$ cat config.mk
export PLATFORM = sky130hd
export DESIGN_NAME = serial_subtractor
export DESIGN_NICKNAME = d
export VERILOG_FILES = /design/src/rtl/serial_subtractor.sv
export SDC_FILE = /design/constraint.sdc
export NUM_CORES = 1
export LEC_CHECK = 0
export CORE_AREA = 2 2 64 66
export DETAILED_ROUTE_END_ITERATION = 12
export DIE_AREA = 0 0 66 68
export GPL_ROUTABILITY_DRIVEN = 0
export PLACE_DENSITY = 0.8
export RECOVER_POWER = 50
export SLEW_MARGIN = 20
export SYNTH_ARGS = -nofsm -noshare
export SYNTH_HDL_FRONTEND = slang
export SYNTH_SLANG_ARGS = --single-unit
$ cat constraint.sdc
create_clock -name clk -period 1.6 [get_ports clk]
set_input_delay 0.48 -clock clk [delete_from_list [all_inputs] [get_ports clk]]
set_output_delay 0.48 -clock clk [all_outputs]
set_load 0.02 [all_outputs]
$ cat src/rtl/serial_subtractor.sv
// serial_subtractor: bit-serial a - b - borrow_in, LSB first, one result bit per clock.
// Latency: done pulses in the cycle after edge E+WIDTH (E = accepting edge); one op per WIDTH+2 cycles.
// Backpressure: start is sampled only in IDLE; requests seen while busy or done are dropped, never queued.
module serial_subtractor #(
   parameter int WIDTH = 8
) (
   input  logic             clk,
   input  logic             rst_n,
   input  logic             start,
   input  logic [WIDTH-1:0] a,
   input  logic [WIDTH-1:0] b,
   input  logic             borrow_in,
   output logic             busy,
   output logic             done,
   output logic [WIDTH-1:0] diff,
   output logic             borrow_out
);

   // Counter must hold WIDTH-1; keep at least one bit so WIDTH=1 still elaborates.
   localparam int            CW   = (WIDTH > 1) ? $clog2(WIDTH) : 1;
   localparam logic [CW-1:0] LAST = CW'(WIDTH - 1);

   typedef enum logic [1:0] {
      IDLE  = 2'd0,
      SHIFT = 2'd1,
      DONE  = 2'd2
   } state_t;

   state_t           state;
   logic [WIDTH-1:0] a_sr;
   logic [WIDTH-1:0] b_sr;
   logic [WIDTH-1:0] res_sr;
   logic [WIDTH-1:0] res_next;
   logic             br;
   logic             d_bit;
   logic             br_next;
   logic [CW-1:0]    count;

   // Full-subtractor cell on the operand LSBs plus the running borrow; the new
   // bit enters the result register at the MSB so the LSB-first stream lands in place.
   always_comb begin
      d_bit             = a_sr[0] ^ b_sr[0] ^ br;
      br_next           = (~a_sr[0] & b_sr[0]) | (~(a_sr[0] ^ b_sr[0]) & br);
      res_next          = res_sr >> 1;
      res_next[WIDTH-1] = d_bit;
   end

   // Control FSM and datapath; diff/borrow_out only load on the final bit so
   // partial results never reach the outputs.
   always_ff @(posedge clk or negedge rst_n) begin
      if (!rst_n) begin
         state      <= IDLE;
         a_sr       <= '0;
         b_sr       <= '0;
         res_sr     <= '0;
         br         <= 1'b0;
         count      <= '0;
         busy       <= 1'b0;
         done       <= 1'b0;
         diff       <= '0;
         borrow_out <= 1'b0;
      end else begin
         case (state)
            IDLE: begin
               done <= 1'b0;
               if (start) begin
                  a_sr   <= a;
                  b_sr   <= b;
                  res_sr <= '0;
                  br     <= borrow_in;
                  count  <= '0;
                  busy   <= 1'b1;
                  state  <= SHIFT;
               end
            end
            SHIFT: begin
               a_sr   <= a_sr >> 1;
               b_sr   <= b_sr >> 1;
               res_sr <= res_next;
               br     <= br_next;
               count  <= count + CW'(1);
               if (count == LAST) begin
                  diff       <= res_next;
                  borrow_out <= br_next;
                  busy       <= 1'b0;
                  done       <= 1'b1;
                  state      <= DONE;
               end
            end
            DONE: begin
               done  <= 1'b0;
               state <= IDLE;
            end
            default: begin
               busy  <= 1'b0;
               done  <= 1'b0;
               state <= IDLE;
            end
         endcase
      end
   end

endmodule

**Word level (Yosys, flattened, before mapping)**

Cells that the tools add are included.

- Register bits: 41
- Output and inout port bits: 11

- Reductions and logical operators: 6
- Equality and inequality tests: 5
- $add $sub $neg: 1
- Multiplexer cells: 18
- Bitwise operators: 8

Operators by type and width:

| kind | count |
|---|---|
| one-hot mux 8 bit (2 select lines) | 3 |
| 2-to-1 mux 8 bit | 3 |
| one-hot mux 3 bit (2 select lines) | 1 |
| AND reduction 2 bit | 3 |
| 2-to-1 mux 1 bit | 5 |
| 2-to-1 mux 2 bit | 2 |
| != test 2 bit (second input constant) | 2 |
| one-hot mux 2 bit (2 select lines) | 1 |
| adder 3 x 1 -> 3 bit (second input constant) | 1 |
| equality test 3 bit (second input constant) | 1 |
| 2-to-1 mux 3 bit | 1 |
| NOT 1 bit | 3 |
| one-hot mux 1 bit (3 select lines) | 1 |
| AND reduction 3 bit | 1 |
| AND 1 bit | 2 |
| equality test 2 x 1 -> 1 bit (second input constant) | 1 |
| equality test 2 bit (second input constant) | 1 |
| zero test 2 bit | 1 |
| one-hot mux 1 bit (2 select lines) | 1 |
| nonzero test 2 bit | 1 |
| bitwise XOR 1 bit | 2 |
| OR 1 bit | 1 |

**Longest topological paths before layout**

Gate-level depths: netlist of the first run.

- Word-level depth: 5
- Depth in mapped cells: 6
- Gate-level depth less buffers: 5

**Worst setup path before layout of the first run**

No wires, ideal clock.

- Path kind: reg2reg
- Start: register count[0]
- End: register diff[1]
- Buffers on the path: 1
- Data required time: 1.475 ns
- Path slack: 0.068 ns
- Setup time: 0.125 ns
- Period minus slack after synthesis: 1.532 ns
- Stages on the path, launching flop included: 6
- Arrival time: 1.408 ns
- Path through: dfrtp_1 > ha_1 > ha_1 > nand3b_1 > buf_2 > mux2_2

- Longest elaborated chain between the ends: 2

Ends and longest elaborated chain:

| element | RTL line | text |
|---|---|---|
| start, declared | 37 | `logic [CW-1:0] count;` |
| start signal, assigned | 81 | `count <= count + CW'(1);` |
| equality test 3 bit | 82 | `if (count == LAST) begin` |
| AND reduction 2 bit (no source line) | -- |  |
| end signal, assigned | 83 | `diff <= res_next;` |
| end, declared | 15 | `output logic [WIDTH-1:0] diff,` |

No other way between the ends.
A chain may end at the register's enable or synchronous reset.

**Worst setup path after layout of the first run**

- Start: register count[0]
- End: register diff[5]

Same word-level chain as after synthesis.

==> results of run 1 <==
-- metal layers --
| layer | track usage, % | vias up |
|---|---|---|
| met5 | 0 | - |
| met4 | 5.87 | 0 |
| met3 | 4.93 | 4 |
| met2 | 29.8 | 51 |
| met1 | 23.2 | 622 |
| li1 | - | 616 |
-- flip-flops by register name (all words and copies together), names as in the netlist --
register and cells:
a_sr 8, b_sr 8, borrow_out 1, br 1
busy 1, count 3, diff 8, done 1
res_sr 7, state 2
-- per-stage QoR --
step                worst slack (ns)  TNS, ns  power (mW)  utilization, %  hold WS (ns)
CTS                           0.0590        0        4.02            56.1         0.253
detailed placement            -0.178    -2.21        3.50            54.6         0.487
finish                        0.0773        0        3.97            56.1         0.429
global route                 0.00409        0        4.27            56.1         0.499
global placement              -0.147    -1.61        3.39            54.6         0.483
floorplan                     0.0675        0        2.82               -         0.184
-- power by group through the flow --
stage          Sequential (mW)  Clock (mW)  Combinational [mW]
6_report                  1.80       0.583                1.59
3_5_place_dp              1.81           0                1.69
2_1_floorplan             1.84           0               0.987
4_1_cts                   1.79       0.608                1.62
3_3_place_gp              1.78           0                1.61
5_1_grt                   1.86       0.636                1.78
-- cell families (layout without fill, tap and decap cells) --
group,Yosys count,count (layout)
AO/OA/AOI/OAI,61,61
adder cells (fa/ha/maj),3,3
buffers and inverters,17,53
flip-flops,40,40
multiplexers,8,8
AND/OR/NAND/NOR,19,19
-- final timing paths --
path | endpoint | slack (ns) | depth (start not counted)
min reg2reg | done$_DFFE_PN0P_ | 0.50 | 2
max in group asynchronous | diff[7]$_DFFE_PN0P_ | 0.57 | 2
max reg2reg | diff[5]$_DFFE_PN0P_ | 0.08 | 5
min | done$_DFFE_PN0P_ | 0.43 | 2
min in group clk | done$_DFFE_PN0P_ | 0.50 | 2
max | diff[5]$_DFFE_PN0P_ | 0.08 | 5
-- critical path: stages (launching register included) --
cell,delay [ns]
dfrtp_1,0.39
ha_1,0.20
ha_1,0.19
nand3b_1,0.14
buf_12,0.15
mux2_2,0.33
-- synth_stat cells, drive strengths merged --
cell type / number
dfrtp: 40
o22ai: 26
a21oi: 15
a22o: 10
buf: 9
mux2: 8
o21ai: 8
nor2: 7
inv: 6
nand2: 6
clkbuf: 2
ha: 2
nand2b: 2
nor2b: 2
a221oi: 1
fa: 1
nand3b: 1
o21bai: 1
or4b: 1
-- layout make-up --
type / count / share of cell area [%]
inverter: 6 / 1.04
multi-input combinational: 91 / 28.6
tap: 50 / 2.89
timing repair buffer: 42 / 18.0
sequential: 40 / 46.3
clock buffer: 5 / 3.18
-- timing repair --
| item | CTS | global route |
|---|---|---|
| endpoints found under the hold margin | 0 | 0 |
| endpoints found under the setup margin | 11 | 3 |
| resized for setup | 11 | 0 |
| gates cloned | 0 | 0 |
| hold buffers | 0 | 0 |
| buffers inserted | 0 | 1 |
| pin swaps | 0 | 0 |
==> results.md, run 1 <==
Status:
- The flow ran to the end, and the final reports show no timing, DRC or antenna violations.

Floorplanning:
- The floorplan step set the die height to roughly 70 um.
- The initial core utilization is ~44%.
- The count of pins on the block boundary is 31.
- After floorplanning, the core was sized to cover between 0.003 and 0.004 sq mm.
- The number of rows in the core area is 23.
- The die covers around 0.0045 sq mm.
- In this run the horizontal extent of the chip is approximately 66 um.

Power and ir drop:
- Power spread over the standard cell area amounts to 1840 mW/mm^2.
- The internal portion of the total power is about 2.5 mW.
- Of the total power, the share spent switching nets is 36.6%.
- The leakage dissipation is between 0.9 and 1 nW.
- The power share of the sequential group is between 40 and 50%.
- VDD sags by at most ~1.0 mV.
- The switching power of the nets is between 1 and 1.5 mW.
- The combinational share of power is about 40%.
- The clock network burns between 10% and 20% of the power.

Placement:
- The quantity of I/O buffers inserted on ports is 30.
- The number of placed instances, taps included, is 228.
- Detailed placement ended at an HPWL of 2500 um.
- Summing all placed instances gives a cell area of approximately 0.0021 sq mm.

Synthesis:
- Synthesis produced a netlist with a net count of approximately 170.
- The share of synthesized cell area in and, or, nand and nor gates is between 5 and 6%.
- The dominant combinational cell family by area after synthesis is compound AO/OA/AOI/OAI gates.
- The number of flip-flops and latches in the synthesized netlist is 40.
- In the synthesized netlist, mux cells make up between 5 and 6% of the area.
- The top cell type's share of synthesized area is 58.7%.
- The share of synthesized area occupied by flip-flops and latches is roughly 59%.
- The post-synthesis cell type with the largest combined area is dfrtp_1.
- Yosys printed 0 warnings.
- In the synthesized netlist, the number of instances is around 150.
- The number of distinct library cells after synthesis is 24.
- The compound-cell area share of the yosys netlist is 22.6%.
- Of the total synthesized cell area, the portion taken by full adders, half adders and majority gates is under 10%.
- Yosys attributes the largest share of cell area to dfrtp_1 59%, o22ai_1 9.5%, mux2_2 5.3%.
- The average cell area after synthesis is approximately 12 sq um.
- Summing the areas of all xor and xnor instances in the mapped netlist gives 0% of the synthesized area.
- The mapped netlist covers between 0.0015 and 0.002 sq mm.

CTS:
- The clock input transition at the sequential cells of the worst setup and hold paths is about 0.07 ns.
- TritonCTS built the clock tree.
- The tree built by TritonCTS fans out to 40 sinks.
- The clock buffer count from CTS is 5.
- The insertion delay to the later sink of the worst-skew pair is slightly below 0.3 ns.
- The tree is rooted in a clkbuf_8.
- No sink is reached through more buffers than the 2 on the longest clock path.
- The CTS H-tree depth is 2.

Finish:
- The non-filler instance count after layout is around 230.
- The number of fillers in the final layout is around 350.
- Summing all multi-input logic gate instances after layout gives around 620 sq um.
- From synthesis to final layout, the design area changed by 26.8%.
- Cells with a size suffix above 1 make up ~15% of the layout.
- The commonest non-fill, non-tap cell in the layout is dfrtp_1.
- Leaving out fill and tap cells, the most frequent cells in the layout are 40 x dfrtp_1, 26 x o22ai_1, 18 x clkdlybuf4s50_1.
- In the final design database the tool counted about 210 nets.
- The finished cells cover 0.00216 sq mm.
- The sequential cell area is around 0.0010 sq mm.
- The count of antenna diodes in the layout is 0.

Setup path:
- STA puts the critical path data arrival time at 1.69 ns.
- The critical path class is reg -> reg.
- The data required time at the worst endpoint is 1.77 ns.
- STA classifies the critical path endpoint as a register.
- In this run the critical register-to-register path is launched from count[0]$_DFFE_PN0P_.
- Along the worst path, the maximum fanout reaches 9.
- STA classifies the critical path startpoint as a register.
- In this run the worst setup path begins at count[0]$_DFFE_PN0P_.

Timing:
- Subtracting the final worst setup slack from the clock period gives approximately 1.5 ns.
- The final worst-path cycle share is around 95%.
- The setup-violating endpoint count in the final report is 0.
- Setup repair after global routing left no endpoint under its margin.
- Clock skew on the completed layout was measured at 0.00606 ns.
- Timing would allow up to between 0.6 and 0.7 GHz.
- The transition time at the pin with the least slew margin is 0.974 ns.
- The final count of pins violating max slew is 0.
- The number of hold-slack violations in the final timing report came to 0.
- The tightest slew margin relative to the limit is around a third.

Route:
- The antenna violation net count after detailed routing is 0.
- The initial detailed-routing violation count is 73.
- The top routing layer in use is met4.
- The met2 wirelength from detailed routing is ~1700 um.
- The total iterations of the first detailed-routing run is 4.
- The average vias per placed instance is 5.53.
- The final layout contains routed wiring with a total length of 3660 um.
- The wire length on met1 is between 1500 and 2000 um.
- The routed length per placed instance is between 15 and 20 um.
- In the detailed route, the total length drawn on met3 is between 200 and 300 um.
- After detailed routing, the number of remaining DRC violations is 0.
- The routed layout has approximately 1300 vias.

Worst hold path:
- The type of the most critical hold path is in -> async.

Run:
- The max-cap violation count is 0.

Global routing:
- The initial antenna violation count is 0.
- Global routing used 18.0% of the available tracks.
- The first-pass GRT wire length is roughly 6200 um.
- The via count of the first global-routing pass came to between 1000 and 1500.
- The maximum number of pins on one net before global-route repair is 41.
- Summed over all layers, the global routing overflow is 0.
No activity file was read; power rests on OpenSTA's default activity.
==> run 2: changes to the inputs <==
--- a/config.mk
+++ b/config.mk
@@ -10,7 +10,7 @@
 export DIE_AREA = 0 0 66 68
 export GPL_ROUTABILITY_DRIVEN = 0
 export PLACE_DENSITY = 0.8
-export RECOVER_POWER = 50
+export RECOVER_POWER = 25
 export SLEW_MARGIN = 20
 export SYNTH_ARGS = -nofsm -noshare
 export SYNTH_HDL_FRONTEND = slang
==> results.md, run 2 (synthesis results as in run 1) <==
Timing:
- The maximum operating frequency came to 0.656 GHz (-0.11%).
- The final worst-path cycle share came to 95.3% (+0.10 points).
- The clock skew after layout is 0.00606 ns (+0.0000000300 ns).
- The setup-violating endpoint count in the final report is 0 (unchanged).
- The number of hold-slack violations in the final timing report is 0 (unchanged).
- The tightest slew margin relative to the limit came to 35.1% (unchanged).
- The setup TNS came to 0 ns (unchanged).
- The final count of pins violating max slew is 0 (unchanged).
- Setup repair after global routing left no endpoint under its margin.
- The transition time at the pin with the least slew margin was 0.974 ns (unchanged).
- The post-layout minimum cycle time is 1.52 ns (+0.00164 ns).

Setup path:
- The sort of element at the end of the critical path is a register.
- The signal on the critical path passes through ha_1 -> ha_1 -> nand3b_1 -> buf_12 -> mux2_2.
- The combined buffer and inverter count along the critical path is 1 (unchanged).
- Among cell families on the critical path, the largest total delay comes from flip-flops.
- The maximum net fanout on the critical path is 9 (unchanged).
- The signal arrival time at the worst endpoint was 1.70 ns (about the same).
- The critical path class is reg -> reg.
- The data required time at the worst endpoint came to 1.77 ns (about the same).
- The most common cell type on the critical path is ha_1.
- The largest incremental delay on the critical path is 0.39 ns (about the same).
- STA classifies the critical path startpoint as a register.
- The slowest stage of the critical path belongs to the cell dfrtp_1.

Route:
- The routed via count is 1293 (unchanged).
- The routed length per placed instance came to 15.7 um (about the same).
- The antenna violation net count after detailed routing is 0 (unchanged).
- The initial detailed-routing violation count is 73 (unchanged).
- The final wirelength is 3660 um (about the same).
- The count of unresolved DRC violations after routing came to 0 (unchanged).
- The total iterations of the first detailed-routing run is 4 (unchanged).
- The average vias per placed instance is 5.53 (unchanged).

Finish:
- The ratio of cells with drive above 1 in the final layout is 15.8% (+0.54 points).
- The largest registers in the layout are a_sr x8, b_sr x8, diff x8.
- The number of fillers in the final layout is 347 (-0.57%).
- The number of nets in the layout is 209 (unchanged).
- The share of the core filled with cells in the final layout came to 56.2% (+0.097 points).
- Compared with the post-synthesis result, the final layout area differs by 27.0%.
- The count of antenna diodes in the layout is 0 (unchanged).
- In the layout the commonest cells are 40 x dfrtp_1, 26 x o22ai_1, 18 x clkdlybuf4s50_1.
- Leaving out fill and tap cells, the most frequent cell in the layout is dfrtp_1.

Power and ir drop:
- The areal power density over the cells is 1840 mW/mm^2 (about the same).
- The leakage dissipation is 1.00 nW (+0.42%).
- The worst-case vdd ir drop is 1.01 mV (about the same).

CTS:
- The insertion delay to the later sink of the worst-skew pair is 0.28 ns (about the same).
- The count of clock tree sinks came to 40 (unchanged).
- The CTS H-tree depth is 2 (unchanged).
- TritonCTS built the clock tree.
- The maximum buffer depth of the clock tree is 2 (unchanged).
- The root buffer cell is clkbuf_8.
- The clock input transition at the sequential cells of the worst setup and hold paths is 0.07 ns (about the same).
- The clock buffer count from CTS is 5 (unchanged).

Placement:
- The post-DP HPWL came to 2500 um (unchanged).
- The quantity of I/O buffers inserted on ports came to 30 (unchanged).

Global routing:
- The aggregate global-route resource usage is 18.0% (unchanged).
- The first-pass GRT wire length is 6170 um (unchanged).
- The initial antenna violation count was 0 (unchanged).
- The total grt overflow was 0 (unchanged).
- The via count of the first global-routing pass was 1325 (unchanged).
- The maximum number of pins on one net before global-route repair came to 41 (unchanged).

Floorplanning:
- The height of the die is 68 um (unchanged).
- The die area is 0.00449 sq mm (unchanged).
- The initial core utilization was 44.3% (unchanged).
- The count of pins on the block boundary is 31 (unchanged).
- The horizontal extent of the die is 66 um (unchanged).
- The number of rows in the core area is 23 (unchanged).
- The floorplan core area is 0.00386 sq mm (unchanged).

Worst hold path:
- The path class of the tightest hold or removal check is in -> async.

Run:
- The max-cap violation count was 0 (unchanged).

Status:
- The flow ran to the end, and the final reports show no timing, DRC or antenna violations.
==> run 2: cell count changes in the layout (fill, tap and decap cells not counted) <==
cell | previous run | this run
buf_4 | 8 | 9
clkbuf_1 | 1 | 0
==> run 2: report_power, final <==
| group | internal [mW] | leakage [nW] | total, mW | switching (mW) |
|---|---|---|---|---|
| Sequential | 1.46 | 0.491 | 1.80 | 0.341 |
| Clock | 0.281 | 0.0359 | 0.583 | 0.302 |
| Combinational | 0.786 | 0.473 | 1.60 | 0.811 |
==> run 2: cell type report <==
class,instances,area (sq um),share of cell area [%]
Timing Repair Buffer,42,394,18.2
Inverter,6,22.5,1.04
Multi-Input combinational cell,91,618,28.5
Clock buffer,5,68.8,3.18
Tap cell,50,62.6,2.89
Sequential cell,40,1000,46.2
==> run 2: metrics by stage <==
stage	worst slack, ns	power [mW]	cells	hold WS, ns	instance area (sq um)
after floorplan	0.0675	2.82	148	0.184	1710
after global placement	-0.147	3.39	228	0.483	2110
after detailed placement	-0.178	3.50	228	0.487	2110
after CTS	0.0590	4.02	233	0.253	2160
after global routing	0.00409	4.28	234	0.499	2170
final	0.0757	3.98	234	0.429	2170
==> run 2: what timing repair did <==
| item | CTS | global route |
|---|---|---|
| hold buffers | 0 | 0 |
| gates resized for setup | 11 | 0 |
| setup buffers | 0 | 1 |
| setup endpoints to repair | 11 | 3 |
==> run 2: worst reg2reg max path, cell delays in order, from the launching register on <==
cell,delay (ns)
dfrtp_1,0.39
ha_1,0.20
ha_1,0.19
nand3b_1,0.14
buf_12,0.15
mux2_2,0.33
==> run 2: path summary, 6_finish.rpt <==
kind                                            from                   to  slack [ns]  depth (start not counted)
worst max register to register  count[0]$_DFFE_PN0P_  diff[0]$_DFFE_PN0P_        0.08                          5
worst min-delay path                           rst_n     done$_DFFE_PN0P_        0.43                          2
min in group clk                    done$_DFFE_PN0P_     done$_DFFE_PN0P_        0.50                          2
worst min register to register      done$_DFFE_PN0P_     done$_DFFE_PN0P_        0.50                          2
max in group asynchronous                      rst_n  diff[7]$_DFFE_PN0P_        0.57                          2
worst max-delay path            count[0]$_DFFE_PN0P_  diff[0]$_DFFE_PN0P_        0.08                          5
==> run 2: routing by layer <==
| metal | track usage [%] | wire, um |
|---|---|---|
| met5 | 0 | 0 |
| met3 | 4.93 | 263 |
| met4 | 5.87 | 38 |
| met1 | 23.2 | 1630 |
| met2 | 29.8 | 1740 |
==> run 3: changes to the inputs <==
--- a/config.mk
+++ b/config.mk
@@ -5,11 +5,11 @@
 export SDC_FILE = /design/constraint.sdc
 export NUM_CORES = 1
 export LEC_CHECK = 0
-export CORE_AREA = 2 2 64 66
+export CORE_AREA = 2 2 59 61
 export DETAILED_ROUTE_END_ITERATION = 12
-export DIE_AREA = 0 0 66 68
+export DIE_AREA = 0 0 61 63
 export GPL_ROUTABILITY_DRIVEN = 0
-export PLACE_DENSITY = 0.8
+export PLACE_DENSITY = 0.88
 export RECOVER_POWER = 25
 export SLEW_MARGIN = 20
 export SYNTH_ARGS = -nofsm -noshare
==> constraint.sdc (replaced) <==
create_clock -name clk -period 1.9 [get_ports clk]
set_input_delay 0.57 -clock clk [delete_from_list [all_inputs] [get_ports clk]]
set_output_delay 0.57 -clock clk [all_outputs]
set_load 0.02 [all_outputs]
==> results.md, run 3 (synthesis results as in run 1) <==
CTS:
- The clock tree from TritonCTS is built.
- The number of setup buffers added after CTS was 0 (unchanged).
- The count of clock tree sinks came to 40 (unchanged).
- The CTS H-tree depth is 2 (unchanged).
- The insertion delay to the later sink of the worst-skew pair is 0.34 ns (+0.06 ns).
- The clock input transition at the sequential cells of the worst setup and hold paths is 0.11 ns (+0.04 ns).
- The tree is rooted in a clkbuf_4.
- The clock buffer count from CTS is 5 (unchanged).
- The maximum buffer depth of the clock tree is 2 (unchanged).

Floorplanning:
- The initial core utilization was 52.8% (+8.5 points).
- The floorplan core area came to 0.00323 sq mm (-16%).
- The number of rows in the core area is 21 (-8.7%).
- The count of pins on the block boundary is 31 (unchanged).
- The die area came to 0.00384 sq mm (-14%).
- The height of the die came to 63 um (-7.4%).
- The horizontal extent of the die is 61 um (-7.6%).

Setup path:
- The worst register-to-register path ends at diff[0]$_DFFE_PN0P_.
- The largest incremental delay on the critical path is 0.60 ns (+0.21 ns).
- The origin of the critical flop-to-flop path is count[0]$_DFFE_PN0P_.
- The critical path goes through clkdlybuf4s50_1.
- The signal arrival time at the worst endpoint is 1.29 ns (-0.41 ns).
- The depth of the worst register-to-register path is 5 (unchanged).
- The critical path's slowest cell is clkdlybuf4s50_1.
- The critical path class is reg -> out.
- The combined buffer and inverter count along the critical path is 1 (unchanged).
- The maximum net fanout on the critical path is 2 (-7).
- The startpoint type of the worst setup path is a register.
- The kind of cell adding the most delay to the critical path is buffers and inverters.
- The data required time at the worst endpoint is 1.33 ns (-0.44 ns).
- The setup slack of the most critical reg-to-reg path came to 0.28 ns (+0.20 ns).
- STA classifies the critical path endpoint as an output pin.

Route:
- The total iterations of the first detailed-routing run is 4 (unchanged).
- The initial detailed-routing violation count is 110 (+51%).
- The antenna violation net count after detailed routing is 0 (unchanged).
- The routed via count came to 1290 (-0.23%).
- The routed length per placed instance is 16.3 um (+3.9%).
- The final wirelength is 3660 um (-0.14%).
- The average vias per placed instance was 5.73 (+3.8%).
- The count of unresolved DRC violations after routing is 0 (unchanged).

Timing:
- The final count of pins violating max slew is 0 (unchanged).
- The final worst-path cycle share is between 90% and 100%.
- The setup TNS was 0 ns (unchanged).
- The tightest slew margin relative to the limit is 35.1% (+0.078 points).
- The transition time at the pin with the least slew margin is 0.973 ns (-0.00117 ns).
- The hold slack is 0.448 ns (+0.0197 ns).
- The number of hold-slack violations in the final timing report came to 0 (unchanged).
- The setup-violating endpoint count in the final report is 0 (unchanged).
- Derived from the worst setup path, the maximum achievable clock frequency is roughly 0.54 GHz.
- The post-layout minimum cycle time is between 1.5 and 2 ns.
- The worst setup margin is 0.0370 ns (-0.0386 ns).
- The clock skew after layout came to 0.0109 ns (+0.00484 ns).
- Setup repair after global routing left no endpoint under its margin.

Power and ir drop:
- The total power consumption of the routed design is 3.17 mW (-20%).
- The areal power density over the cells is 1510 mW/mm^2 (-18%).
- The leakage dissipation was 1.04 nW (+3.7%).
- The worst-case vdd ir drop is 0.788 mV (-22%).

Run:
- The max-cap violation count came to 0 (unchanged).

Placement:
- The post-DP HPWL came to 2590 um (+3.5%).
- The instance count after placement with tap cells included is 220 (-3.5%).
- The quantity of I/O buffers inserted on ports was 30 (unchanged).
- The worst slack at placement is -0.185 ns (-0.00689 ns).

Finish:
- In the final layout, the registers with the most flip-flops are a_sr x8, b_sr x8, diff x8.
- The count of antenna diodes in the layout came to 0 (unchanged).
- The ratio of cells with drive above 1 in the final layout is 13.4% (-2.4 points).
- The number of nets in the layout is 204 (-2.4%).
- The growth of design area from synthesis to finish is 23.0%.
- The sequential cell area is 0.00100 sq mm (unchanged).
- Leaving out fill and tap cells, the most frequent cells in the layout are 40 x dfrtp_1, 26 x o22ai_1, 19 x clkdlybuf4s50_1.
- The number of fillers in the final layout is 275 (-21%).
- The commonest non-fill, non-tap cell in the layout is dfrtp_1.
- The non-filler instance count after layout came to 225 (-3.8%).
- The multi-input gate area in the final layout is 618 sq um (unchanged).

Global routing:
- The first-pass GRT wire length came to 6220 um (+0.89%).
- The initial antenna violation count is 0 (unchanged).
- The total grt overflow is 0 (unchanged).
- The via count of the first global-routing pass is 1357 (+2.4%).
- The maximum number of pins on one net before global-route repair is 41 (unchanged).
- The aggregate global-route resource usage was 21.4% (+3.4 points).

Status:
- The flow ran to the end, and the final reports show no timing, DRC or antenna violations.

Worst hold path:
- The type of the most critical hold path is in -> async.
[run 3: changes by cell type in the layout (fill, tap and decap cells not counted)]
cell,before,now
buf_12,2,0
buf_4,9,6
dlygate4sd2_1,11,2
dlymetal6s2s_1,0,8
clkbuf_8,5,0
clkdlybuf4s50_1,18,19
clkbuf_4,0,5
[run 3: report_power, final]
| part | switching [mW] | internal (mW) |
|---|---|---|
| clock network | 0.239 | 0.124 |
| registers | 0.289 | 1.22 |
| logic | 0.661 | 0.630 |
| total | 1.19 | 1.98 |
[run 3: cell type report]
type                            instances  area share (%)
Sequential cell                        40            47.7
Multi-Input combinational cell         91            29.4
Timing Repair Buffer                   37            17.3
Tap cell                               46            2.74
Clock buffer                            5            1.79
Inverter                                6            1.07
[run 3: what timing repair did]
action,in CTS,in global routing
hold buffers,0,0
gates resized for setup,2,8
gates cloned,0,0
setup endpoints to repair,2,8
[run 3: per-stage QoR]
step           util [%]  instance area, sq um
2_1_floorplan         -                  1710
3_3_place_gp       63.3                  2050
3_5_place_dp       63.3                  2050
4_1_cts            64.4                  2080
5_1_grt            65.0                  2100
6_report           65.0                  2100
[run 3: worst reg2reg max path: stages, from the launching register on]
cell      delay, ns
dfrtp_1        0.42
ha_1           0.21
ha_1           0.22
nand3b_1       0.10
buf_4          0.19
mux2_2         0.36
[run 3: metal layers]
metal	vias to the layer above	global-route usage (%)	routed length, um
met4	0	4.89	41
met2	45	34.0	1830
met5	-	0	0
met3	4	7.66	305
li1	612	-	-
met1	629	27.9	1490
[run 3: worst max-delay path by stage]
stage	startpoint	end	slack [ns]	cells after the start
floorplan	count[0]$_DFFE_PN0P_	diff[1]$_DFFE_PN0P_	0.37	5
global placement	start	b_sr[3]$_DFFE_PN0P_	-0.08	3
detailed placement	start	count[0]$_DFFE_PN0P_	-0.19	4
CTS	borrow_out$_DFFE_PN0P_	borrow_out	0.001	1
global route	diff[1]$_DFFE_PN0P_	diff[1]	0.00009	1
finish	diff[1]$_DFFE_PN0P_	diff[1]	0.04	1
